### config.mk
export PLATFORM = sky130hd
export DESIGN_NAME = dpsk_carrier_sequencer
export DESIGN_NICKNAME = d
export VERILOG_FILES = /design/src/rtl/dpsk_pkg.sv /design/src/rtl/dpsk_phase_add.sv /design/src/rtl/dpsk_carrier_sequencer.sv
export SDC_FILE = /design/constraint.sdc
export NUM_CORES = 1
export LEC_CHECK = 0
export ABC_AREA = 1
export CORE_UTILIZATION = 30
export DETAILED_ROUTE_END_ITERATION = 6
export PLACE_DENSITY_LB_ADDON = 0.25
export REMOVE_ABC_BUFFERS = 1
export SYNTH_ARGS = -nofsm -noshare
export SYNTH_HDL_FRONTEND = slang
export SYNTH_SLANG_ARGS = --single-unit
export TNS_END_PERCENT = 100
### constraint.sdc
create_clock -name clk -period 3.1 [get_ports clk]
set_input_delay 0.465 -clock clk [delete_from_list [all_inputs] [get_ports clk]]
set_output_delay 0.465 -clock clk [all_outputs]
set_load 0.005 [all_outputs]
### src/rtl/dpsk_pkg.sv
// Shared constants and state encoding for the DPSK carrier path
// (sequencer, cosine ROM and bench).
package dpsk_pkg;
  localparam int SAMPLES_PER_CYC = 20;
  localparam int PI_OFFSET       = 10;
  localparam int IDX_W           = 5;

  typedef enum logic {IDLE = 1'b0, RUN = 1'b1} state_t;
endpackage

### src/rtl/dpsk_phase_add.sv
// Registered carrier phase: (samp_cnt + offset) mod 20 via compare-and-subtract.
module dpsk_phase_add
  import dpsk_pkg::*;
(
  input  logic             clk,
  input  logic             rst,
  input  logic             clr,
  input  logic             ld,
  input  logic [IDX_W-1:0] samp_cnt,
  input  logic [IDX_W-1:0] offset,
  output logic [IDX_W-1:0] phase_idx
);
  logic [IDX_W:0]   sum;
  logic [IDX_W-1:0] wrapped;

  // Both operands are below 20, so the sum tops out at 29.
  // A single subtract therefore covers the wrap.
  always_comb begin
    sum     = {1'b0, samp_cnt} + {1'b0, offset};
    wrapped = sum[IDX_W-1:0];
    if (sum >= (IDX_W+1)'(SAMPLES_PER_CYC))
      wrapped = IDX_W'(sum - (IDX_W+1)'(SAMPLES_PER_CYC));
  end

  always_ff @(posedge clk) begin
    if (rst || clr) phase_idx <= '0;
    else if (ld)    phase_idx <= wrapped;
  end
endmodule

### src/rtl/dpsk_carrier_sequencer.sv
// DPSK carrier sequencer: differential bit encoder, sample/cycle counters and
// the IDLE/RUN handshake FSM feeding phase indices to the cosine ROM.
module dpsk_carrier_sequencer
  import dpsk_pkg::*;
#(
  parameter int CYC_PER_SYM = 4,
  parameter int CYC_W       = 3
) (
  input  logic             clk,
  input  logic             rst,
  input  logic             en,
  input  logic             bit_in,
  input  logic             bit_valid,
  output logic             bit_ready,
  output logic [IDX_W-1:0] phase_idx,
  output logic             sample_valid,
  output logic             diff_bit,
  output logic             sym_start,
  output logic             busy,
  output logic             underrun,
  input  logic             clr_underrun
);
  state_t           state, state_nx;
  logic [IDX_W-1:0] samp_cnt;
  logic [CYC_W-1:0] cyc_cnt;
  logic [IDX_W-1:0] offset;
  logic             prev_d, d_new, xfer, samp_wrap, cyc_last, sym_end, step;

  assign step      = (state == RUN) && en;
  assign samp_wrap = (samp_cnt == IDX_W'(SAMPLES_PER_CYC - 1));
  assign cyc_last  = (cyc_cnt == CYC_W'(CYC_PER_SYM - 1));
  assign sym_end   = step && samp_wrap && cyc_last;
  assign xfer      = bit_valid && bit_ready;
  assign d_new     = bit_in ^ prev_d;
  assign busy      = (state == RUN);
  // diff_bit always equals the encoded bit of the symbol being sampled.
  assign offset    = diff_bit ? IDX_W'(PI_OFFSET) : '0;

  always_ff @(posedge clk) begin
    if (rst) state <= IDLE;
    else     state <= state_nx;
  end

  always_comb begin
    state_nx  = state;
    bit_ready = 1'b0;
    case (state)
      IDLE: begin
        bit_ready = 1'b1;
        if (bit_valid) state_nx = RUN;
      end
      RUN: begin
        if (sym_end) begin
          bit_ready = 1'b1;
          if (!bit_valid) state_nx = IDLE;
        end
      end
      default: state_nx = IDLE;
    endcase
  end

  always_ff @(posedge clk) begin
    if (rst) begin
      samp_cnt     <= '0;
      cyc_cnt      <= '0;
      prev_d       <= 1'b0;
      diff_bit     <= 1'b0;
      sample_valid <= 1'b0;
      sym_start    <= 1'b0;
      underrun     <= 1'b0;
    end else begin
      sample_valid <= step;
      sym_start    <= step && (samp_cnt == '0) && (cyc_cnt == '0);
      if (xfer) begin
        prev_d   <= d_new;
        diff_bit <= d_new;
        samp_cnt <= '0;
        cyc_cnt  <= '0;
      end else if (step) begin
        if (samp_wrap) begin
          samp_cnt <= '0;
          cyc_cnt  <= cyc_last ? '0 : cyc_cnt + 1'b1;
        end else begin
          samp_cnt <= samp_cnt + 1'b1;
        end
      end
      // A missed symbol end outranks a same-cycle clear.
      if (sym_end && !xfer) underrun <= 1'b1;
      else if (clr_underrun) underrun <= 1'b0;
    end
  end

  dpsk_phase_add u_phase (
    .clk      (clk),
    .rst      (rst),
    .clr      (state == IDLE),
    .ld       (step),
    .samp_cnt (samp_cnt),
    .offset   (offset),
    .phase_idx(phase_idx)
  );
endmodule

Word-level counts from Yosys, hierarchy flattened

Index checks and enable logic that the tools add are counted.

Flip-flop bits (word level): 18
Input bits: 6
Output and inout bits: 11

Add/subtract/negate cells: 4
Order comparisons: 1
Eq/ne operators: 2
Multiplexer cells: 11
Bitwise operators: 2
Reductions and logical operators: 14

Operator list:

| operator                                            | number |
|---|---|
| two-way mux 5 bit                                   | 2 |
| logical AND 1 bit                                   | 7 |
| adder 5 x 4 -> 6 bit                                | 1 |
| >= comparator 6 x 5 -> 1 bit, second input constant | 1 |
| adder 5 x 1 -> 5 bit, second input constant         | 1 |
| equality test 5 bit, second input constant          | 1 |
| logical NOT 5 bit                                   | 1 |
| two-way mux 1 bit                                   | 5 |
| subtractor 5 bit, second input constant             | 1 |
| two-way mux 4 bit                                   | 1 |
| one-hot mux 1 bit (2 select lines)                  | 2 |
| adder 3 x 1 -> 3 bit, second input constant         | 1 |
| equality test 3 x 2 -> 1 bit, second input constant | 1 |
| logical NOT 3 bit                                   | 1 |
| two-way mux 3 bit                                   | 1 |
| AND reduction 2 bit                                 | 1 |
| nonzero test 2 bit                                  | 1 |
| OR reduction 2 bit                                  | 1 |
| logical NOT 1 bit                                   | 1 |
| logical OR 1 bit                                    | 1 |
| NOT 1 bit                                           | 1 |
| bitwise XOR 1 bit                                   | 1 |

Depth between registers and ports, before layout

Gate-level depths: netlist (run 1).

Depth after elaboration: 9
Mapped depth: 13
Gate-level depth less buffers: 13

By module

Synthesis (run 1) repeated with hierarchy kept, for this count alone.

Cell total of the unflattened synthesis: 157
Area, all modules: 1,171.1 um^2

Modules (own cells, without submodules):

| module                 | instances | cells an instance | area an instance (um^2) | seq. area each (um^2) |
|---|---|---|---|---|
| dpsk_carrier_sequencer | 1         | 81                | 653.1                   | 260.2 |
| dpsk_phase_add         | 1         | 76                | 518.0                   | 100.1 |

Worst setup path before layout (run 1)

No wires, ideal clock.

Kind: reg-to-reg
Start: reg, netlist name prev_d
End: reg u_phase.phase_idx[3]
Library setup time: 117 ps
Arrival: 1,603 ps
Data required time: 2,983 ps
Slack: 1,380 ps
Cell stages (with the launch flop): 12
Path buffers: 0
Cells stage by stage: dfxtp_1 ha_1 ha_1 xor2_1 inv_1 ha_1 nand2_1 nand3_1 nand3_1 nand2_1 nor2_1 nor2_1

RTL lines:

| what                 | RTL line             | text |
|---|---|---|
| to (signal assigned) | dpsk_phase_add.sv:27 | `else if (ld) phase_idx <= wrapped;` |
| to (decl)            | dpsk_phase_add.sv:11 | `output logic [IDX_W-1:0] phase_idx` |

Worst setup path in the final report (run 1)

Start: in en
End: out bit_ready

Word-level cells in the longest chain between the ends: 5

Ends and longest elaborated chain:

| what                               | RTL line                     | text |
|---|---|---|
| from (decl)                        | dpsk_carrier_sequencer.sv:11 | `input logic en,` |
| logical AND 1 bit                  | dpsk_carrier_sequencer.sv:29 | `assign step = (state == RUN) && en;` |
| logical AND 1 bit (2 in a row)     | dpsk_carrier_sequencer.sv:32 | `assign sym_end = step && samp_wrap && cyc_last;` |
| two-way mux 1 bit                  | dpsk_carrier_sequencer.sv:53 | `if (sym_end) begin` |
| one-hot mux 1 bit (2 select lines) | dpsk_carrier_sequencer.sv:47 | `case (state)` |
| to (decl)                          | dpsk_carrier_sequencer.sv:14 | `output logic bit_ready,` |

No other way between the ends.

==> impl_summary.md, run 1 <==
Run status
The run finished with clean final reports.

Synth
In the post-synthesis netlist, the cell with the most instances is nand2_1. The number of distinct library cell variants in the gate-level netlist after synthesis is 22. After Yosys synthesis, XOR and XNOR cells account for under 10% of the synthesized area.

Of the post-synthesis cell area, the dominant cell type holds around 36%. The commonest cells after synthesis are 20 x nand2_1, 18 x dfxtp_1, 17 x inv_1. Sequential elements use about 36% of the synthesized area.

After synthesis, the share of flip-flops with an asynchronous set or reset is 0%. By area, the combinational part of the netlist is dominated by simple AND/OR/NAND/NOR gates. The cell area after synthesis is 988 sq um. Summing the areas of all fa, ha and maj instances in the mapped netlist gives approximately 11% of the synthesized area.

The post-synthesis register bit count is 18. Averaged over all synthesized cells, the footprint is 7.72 sq um. The leading register cell type out of synthesis is dfxtp_1. The synthesized design spends more area on one cell type than any other, namely dfxtp_1.

In the post-synthesis netlist, the biggest area contributors are dfxtp_1 36%, ha_1 11%, nand2_1 7.6%. The fraction of the mapped netlist area in compound gates is between 7 and 8%. Counting flops with a built-in enable in the synthesized netlist gives 0. After Yosys synthesis, and, or, nand and nor cells account for approximately a third of the synthesized area. The count of mapped cells out of synthesis is about 130. The count of yosys warnings during synthesis is 0.

Of the post-synthesis cell area, the part taken by muxes is 0%.

Placement
OpenSTA, run right after detailed placement, puts the worst setup slack at approximately 0.53 ns. The count of input and output buffers is 16. The congestion estimate from routability-driven global placement came to between 0.7 and 0.8. The sum of net half-perimeters after detailed placement is ~1500 microns.

Detailed routing
Dividing the detail-routed wire length by the instance count gives ~9.8 microns. Across all layers, the routed design uses between 800 and 900 vias. In this run the remaining antenna-violating nets after routing total 0. The post-detailed-route DRC marker count is 0.

The total detailed-routing wirelength is about 1900 microns. Using the TritonRoute via totals, the vias-per-cell ratio works out to around 4.4. The first TritonRoute pass finished after 4 iterations. The detailed router finished its first iteration with 15 violations.

STA
The minimum setup slack in the final design is around 0.55 ns. The worst slew slack as a fraction of its limit is 78.5%. For the pin with the worst max-slew slack, the measured transition is between 0.3 and 0.4 ns. The number of hold-slack violations in the final timing report is 0. Setup repair after global routing left no endpoint under its margin. The max-slew violation count is 0.

The routed design could run at a clock period as short as between 2 and 3 ns. The final cycle utilization of the critical path is between 80 and 90%. Setup violations remaining at the end of the flow were counted as 0. On the final layout, the worst clock skew is between 0.002 and 0.003 ns. The maximum clock frequency is 392 MHz. The summed negative setup slack over all endpoints is 0 ns.

CTS
In this run the number of H-tree levels came out at 1. The total CTS buffers is 3. The cts-stage hold buffer count is 0. In this run the clock root is driven by a clkbuf_4.

The CTS tree is built. Clock tree synthesis found a total of 18 sinks. After clock tree synthesis, the setup repair step added 0 buffers. The maximum buffer depth of the clock tree is 2. The clock latency of the later-clocked register in the worst-skew pair is slightly below 0.3 ns. The clock edge transition at the registers on the reported setup and hold paths is about 0.1 ns.

In this run, post-CTS repair resized a total of 0 instances.

Final layout
The filler cells instantiated in the layout total between 300 and 400. The repair_antennas step left the layout with diodes totalling 0. Relative to the synthesized area, the layout overhead comes to 24.9%. The fraction of layout instances using a drive strength above 1 is between 10 and 15%.

The final net count is between 150 and 200.

Setup path
The data required time of the critical path is 2.63 ns. Of all nets on the critical path, the largest fanout is 9. The worst endpoint data arrival time is ~2.1 ns. The sort of element at the start of the critical path is an input port. The kind of end point of the critical path is an output port. The minimum setup slack among reg-to-reg paths is 1.11 ns.

The classification of the worst setup path is in2out.

Floorplan
The effective utilization at floorplan is about 32%. The floorplan step set the die width to slightly below 60 microns. The boundary pin count is 17. The placeable core area is between 3000 and 4000 sq um. The floorplan die area is about 3500 sq um. The floorplan row count is 20. The overall die height is slightly below 60 microns.

GRT
The overall global routing resource usage is about an eighth. The initial antenna violation count is 0. Entering global routing, the biggest net connects 11 pins. The number of global-route vias before repair is 835. The total grt overflow is 0. The wire length of the first global-routing pass is approximately 3300 microns.

Power and ir drop
For this design the ratio of total power to cell area is around 350 nW/um^2. VDD sags by at most ~0.24 mV. The leakage power of the design is roughly 0.54 nW.

Run
The tool flagged a number of max-cap violations equal to 0.

Worst hold path
The worst hold-check path type is reg2reg.
## flip-flops by register name (all words and copies together), names as in the netlist
signal             flops
sample_valid           1
sym_start              1
busy                   1
cyc_cnt                3
prev_d                 1
u_phase.phase_idx      5
samp_cnt               5
underrun               1
## cell type report
type                       instances  area [sq um]  share of cell area (%)
inverter                          18          67.6                    5.47
timing repair buffer              16           160                    13.0
clock buffer                       4          36.3                    2.94
tap                               44          55.1                    4.46
multi-input combinational         91           556                    45.0
sequential                        18           360                    29.2
## critical path, stage by stage
cell	delay, ns
clkdlybuf4s50_1	0.53
nand2_2	0.16
nor2_4	0.26
nand2_4	0.08
nand2_4	0.09
clkdlybuf4s50_1	0.50
## routing by layer
metal | vias up | global-route usage [%] | share of wire (%)
met3 | 2 | 2.84 | 3.3
met2 | 16 | 20.5 | 47
met1 | 366 | 15.3 | 48
met4 | 0 | 6.46 | 1.0
li1 | 452 | - | -
met5 | - | 0 | 0
## final timing paths
path | start | endpoint | depth (start not counted)
worst max register to register | prev_d | u_phase.phase_idx[3] | 11
worst max-delay path | en | bit_ready | 6
worst min-delay path | cyc_cnt[2] | cyc_cnt[2] | 2
worst min register to register | cyc_cnt[2] | cyc_cnt[2] | 2
## power by group
group          switching, mW  internal (mW)
Clock                 0.0710         0.0715
Combinational         0.0258         0.0261
Sequential           0.00535          0.236
## cell families (layout without fill, tap and decap cells)
family / Yosys count / count (layout)
compound gates: 13 / 13
buf+inv: 19 / 38
xor+xnor: 5 / 5
flops: 18 / 18
fa+ha+maj: 9 / 9
simple gates: 64 / 64
## metrics by stage
| stage | utilization (%) | power, mW | area (sq um) | hold slack, ns | std cells |
|---|---|---|---|---|---|
| after detailed placement | 38.9 | 0.300 | 1200 | 0.462 | 187 |
| final | 40.1 | 0.436 | 1230 | 0.475 | 191 |
| after floorplan | - | 0.274 | 983 | 0.436 | 127 |
| after global routing | 40.1 | 0.464 | 1230 | 0.508 | 191 |
| after global placement | 38.9 | 0.299 | 1200 | 0.455 | 187 |
| after CTS | 40.1 | 0.445 | 1230 | 0.479 | 191 |
## placed cells by master, fill, tap and decap left out, types with 2 or more instances in the layout
master           synthesis  routed
clkdlybuf4s50_1          0      16
nor2_1                  14      14
dfxtp_1                 18      18
a21oi_1                  6       6
nor2_2                   2       2
xor2_1                   4       4
nand3_2                  2       2
o21ai_0                  4       4
nand2_4                  4       4
ha_1                     9       9
nand3_1                 13      13
inv_1                   17      17
nand2_2                  2       2
nor3_1                   5       5
clkbuf_4                 0       3
nand2_1                 20      20
Note: power is estimated with default switching activity, not from simulation.
==> run 2: changes to the inputs <==
==> constraint.sdc (replaced) <==
create_clock -name clk -period 2.4 [get_ports clk]
set_input_delay 0.36 -clock clk [delete_from_list [all_inputs] [get_ports clk]]
set_output_delay 0.36 -clock clk [all_outputs]
set_load 0.005 [all_outputs]
==> run 2 against run 1 <==
Effect of this change:
- sequential power is 29% higher
- via count rose by 1.8%
- power is 30% higher
- critical path depth did not move
- core utilization rose by 0.49 points
- clock power up 30%
- register-to-register slack worse by 0.73 ns
- die area did not move
- final area increased by 1.2%
- non-clock buffer count grew 2
- clock skew grew 0.0081 ns
- critical path type is now reg2out
- critical endpoint unchanged
- largest power group unchanged
==> impl_summary.md, run 2 (synthesis results as in run 1) <==
Detailed routing
The number of routed nets with antenna violations is 0 (unchanged). The total via count in the routed design is 851 (+1.8%). The via density per instance is 4.41 (+0.74%). The initial detailed-routing violation count is 14 (-1). The total detailed-routing wirelength is 1880 microns (about the same).

The iteration count of the initial detailed-routing pass is 2 (-2). The detail-routed net length per standard cell is 9.74 microns (-0.98%). The post-detailed-route DRC marker count is 0 (unchanged).

Floorplan
The overall die height is 59.4 microns (unchanged). The placeable core area is 3080 sq um (unchanged). The effective utilization at floorplan is 32.1% (unchanged).

The floorplan die area is 3530 sq um (unchanged). The boundary pin count was 17 (unchanged). The floorplan row count was 20 (unchanged). The die outline width was 59.4 microns (unchanged).

Power and ir drop
The power per cell area is 452 nW/um^2 (+28%). The clock network fraction of total power is 32.6% (about the same). The leakage power of the design is 0.551 nW (+1.8%). The register share of total power is 55.3% (about the same).

The switching portion of total power was 23.4% (about the same). The post-layout total power is 0.565 mW (+30%). The logic gate share of total power came to 12.0% (about the same). The net load switching power is 0.132 mW (+30%). The maximum vdd ir drop is 0.374 mV (+54%). The internal power summed over all cells is 0.433 mW (+30%).

STA
The slew of the pin with the lowest slew margin is 0.330 ns (+0.00904 ns). The worst clock skew is 0.0106 ns (+0.00809 ns). The number of hold-slack violations in the final timing report came to 0 (unchanged). The minimum setup slack in the final design is 0.174 ns (-0.372 ns). The max-slew violation count is 0 (unchanged). Setup repair after global routing left no endpoint under its margin. Derived from the worst setup path, the maximum achievable clock frequency is between 400 and 500 MHz. Of the available clock period, the critical path in the final layout requires between 90 and 100%. The final setup violation count came to 0 (unchanged). The summed negative setup slack over all endpoints came to 0 ns (unchanged).

The time the final worst path needs with I/O delays and setup is about 2.2 ns. The worst slew slack as a fraction of its limit was 77.9% (-0.60 points).

CTS
The clock sink count is 18 (unchanged). The number of post-CTS setup repair buffers is 0 (unchanged). The clock edge transition at the registers on the reported setup and hold paths is 0.11 ns (about the same).

The maximum buffer depth of the clock tree is 2 (unchanged). The root buffer cell is clkbuf_4. The clock latency of the later-clocked register in the worst-skew pair is 0.30 ns (about the same). The H-tree level count came to 1 (unchanged).

The CTS tree is built. The number of gates resized after CTS is 0 (unchanged). The total CTS buffers is 3 (unchanged).

The cts-stage hold buffer count is 0 (unchanged).

GRT
The maximum number of pins on one net before global-route repair is 11 (unchanged). The wire length of the first global-routing pass was 3330 microns (+0.42%). The number of global-route vias before repair is 805 (-3.6%). The overall global routing resource usage came to 12.7% (+0.17 points). The initial antenna violation count is 0 (unchanged). The total grt overflow is 0 (unchanged).

Final layout
The share of the core filled with cells was 40.6% (+0.49 points). The largest registers in the layout are samp_cnt: 5 flops, u_phase.phase_idx: 5 flops, cyc_cnt: 3 flops. The fraction of layout instances using a drive strength above 1 is 12.8% (+1.2 points).

The count of placed standard cells in the final layout, fillers left out is 193 (+1.0%). The storage element area is 360 sq um (unchanged). The number of inserted filler cells in the final layout was 327 (+2.8%). Leaving out fill and tap cells, the most frequent cell in the layout is nand2_1. In the layout the commonest cells are 20 x nand2_1, 18 x dfxtp_1, 17 x inv_1, 16 x clkdlybuf4s50_1, 14 x nor2_1. The final antenna diode count is 0 (unchanged). The final net count is 165 (+1.2%).

From synthesis to final layout, the design area changed by 26.5%. The multi-input gate area in the final layout is 556 sq um (unchanged).

Setup path
The worst endpoint data arrival time is 1.87 ns (-0.22 ns). The data required time of the critical path is 2.04 ns (-0.59 ns). The largest fanout on the critical path is 5 (-4).

The worst setup path is captured at an output port. By startpoint and endpoint, the worst setup path is classified as reg2out. STA classifies the critical path startpoint as a flop.

Run
The number of max-cap violations came to 0 (unchanged).

Placement
The count of input and output buffers is 16 (unchanged). The placer congestion estimate is 0.741 (-3.0%). The sum of net half-perimeters after detailed placement is 1550 microns (+3.3%). The cell total after placement came to 189 (+1.1%).

The worst setup slack after placement came to 0.236 ns (-0.297 ns).

Run status
The flow ran to the end, and the final reports show no timing, DRC or antenna violations.

Worst hold path
In this run the worst hold path is classified as reg2reg.
run 2: cell types whose count changed in the layout (fill, tap and decap cells not counted), sizes merged:
cell | before | now
buf | 0 | 2
run 2: layout make-up:
cell class | instances | area share, %
inverters | 18 | 5.41
well taps | 44 | 4.40
repair buffers | 18 | 14.0
flip-flops and latches | 18 | 28.8
clock buffers | 4 | 2.90
multi-input cells | 91 | 44.4
run 2: routing by layer:
metal	global-route usage (%)	vias up	wire (microns)	part of all wire, %
li1	-	454	-	-
met1	16.4	383	928	49
met2	18.9	10	872	46
met3	2.62	4	39	2.1
met4	8.50	0	38	2.0
met5	0	-	0	0
run 2: worst paths after layout:
check | cells after the start | slack (ns) | to | startpoint
worst max register to register | 13 | 0.38 | u_phase.phase_idx[2] | prev_d
worst min-delay path | 2 | 0.47 | underrun | underrun
worst min register to register | 2 | 0.47 | underrun | underrun
worst max-delay path | 6 | 0.17 | bit_ready | samp_cnt[0]
run 2: power by group through the flow:
| stage | logic, mW | registers [mW] | clock network [mW] |
|---|---|---|---|
| finish | 0.0680 | 0.313 | 0.184 |
| global route | 0.0755 | 0.314 | 0.209 |
| CTS | 0.0693 | 0.313 | 0.190 |
| detailed placement | 0.0689 | 0.320 | 0 |
| global placement | 0.0681 | 0.320 | 0 |
| floorplan | 0.0349 | 0.319 | 0 |
run 2: metrics by stage:
step	instance area [sq um]	hold slack, ns
after floorplan	983	0.422
after global placement	1210	0.451
after detailed placement	1210	0.458
after CTS	1250	0.476
after global routing	1250	0.510
final	1250	0.472
run 2: worst max-delay path, stage by stage, from the launching register on:
cell and delay [ns]:
dfxtp_1 0.43, ha_1 0.21, nand3_2 0.13, nor2_4 0.14, nand2_4 0.06, nand2_4 0.09
clkdlybuf4s50_1 0.50
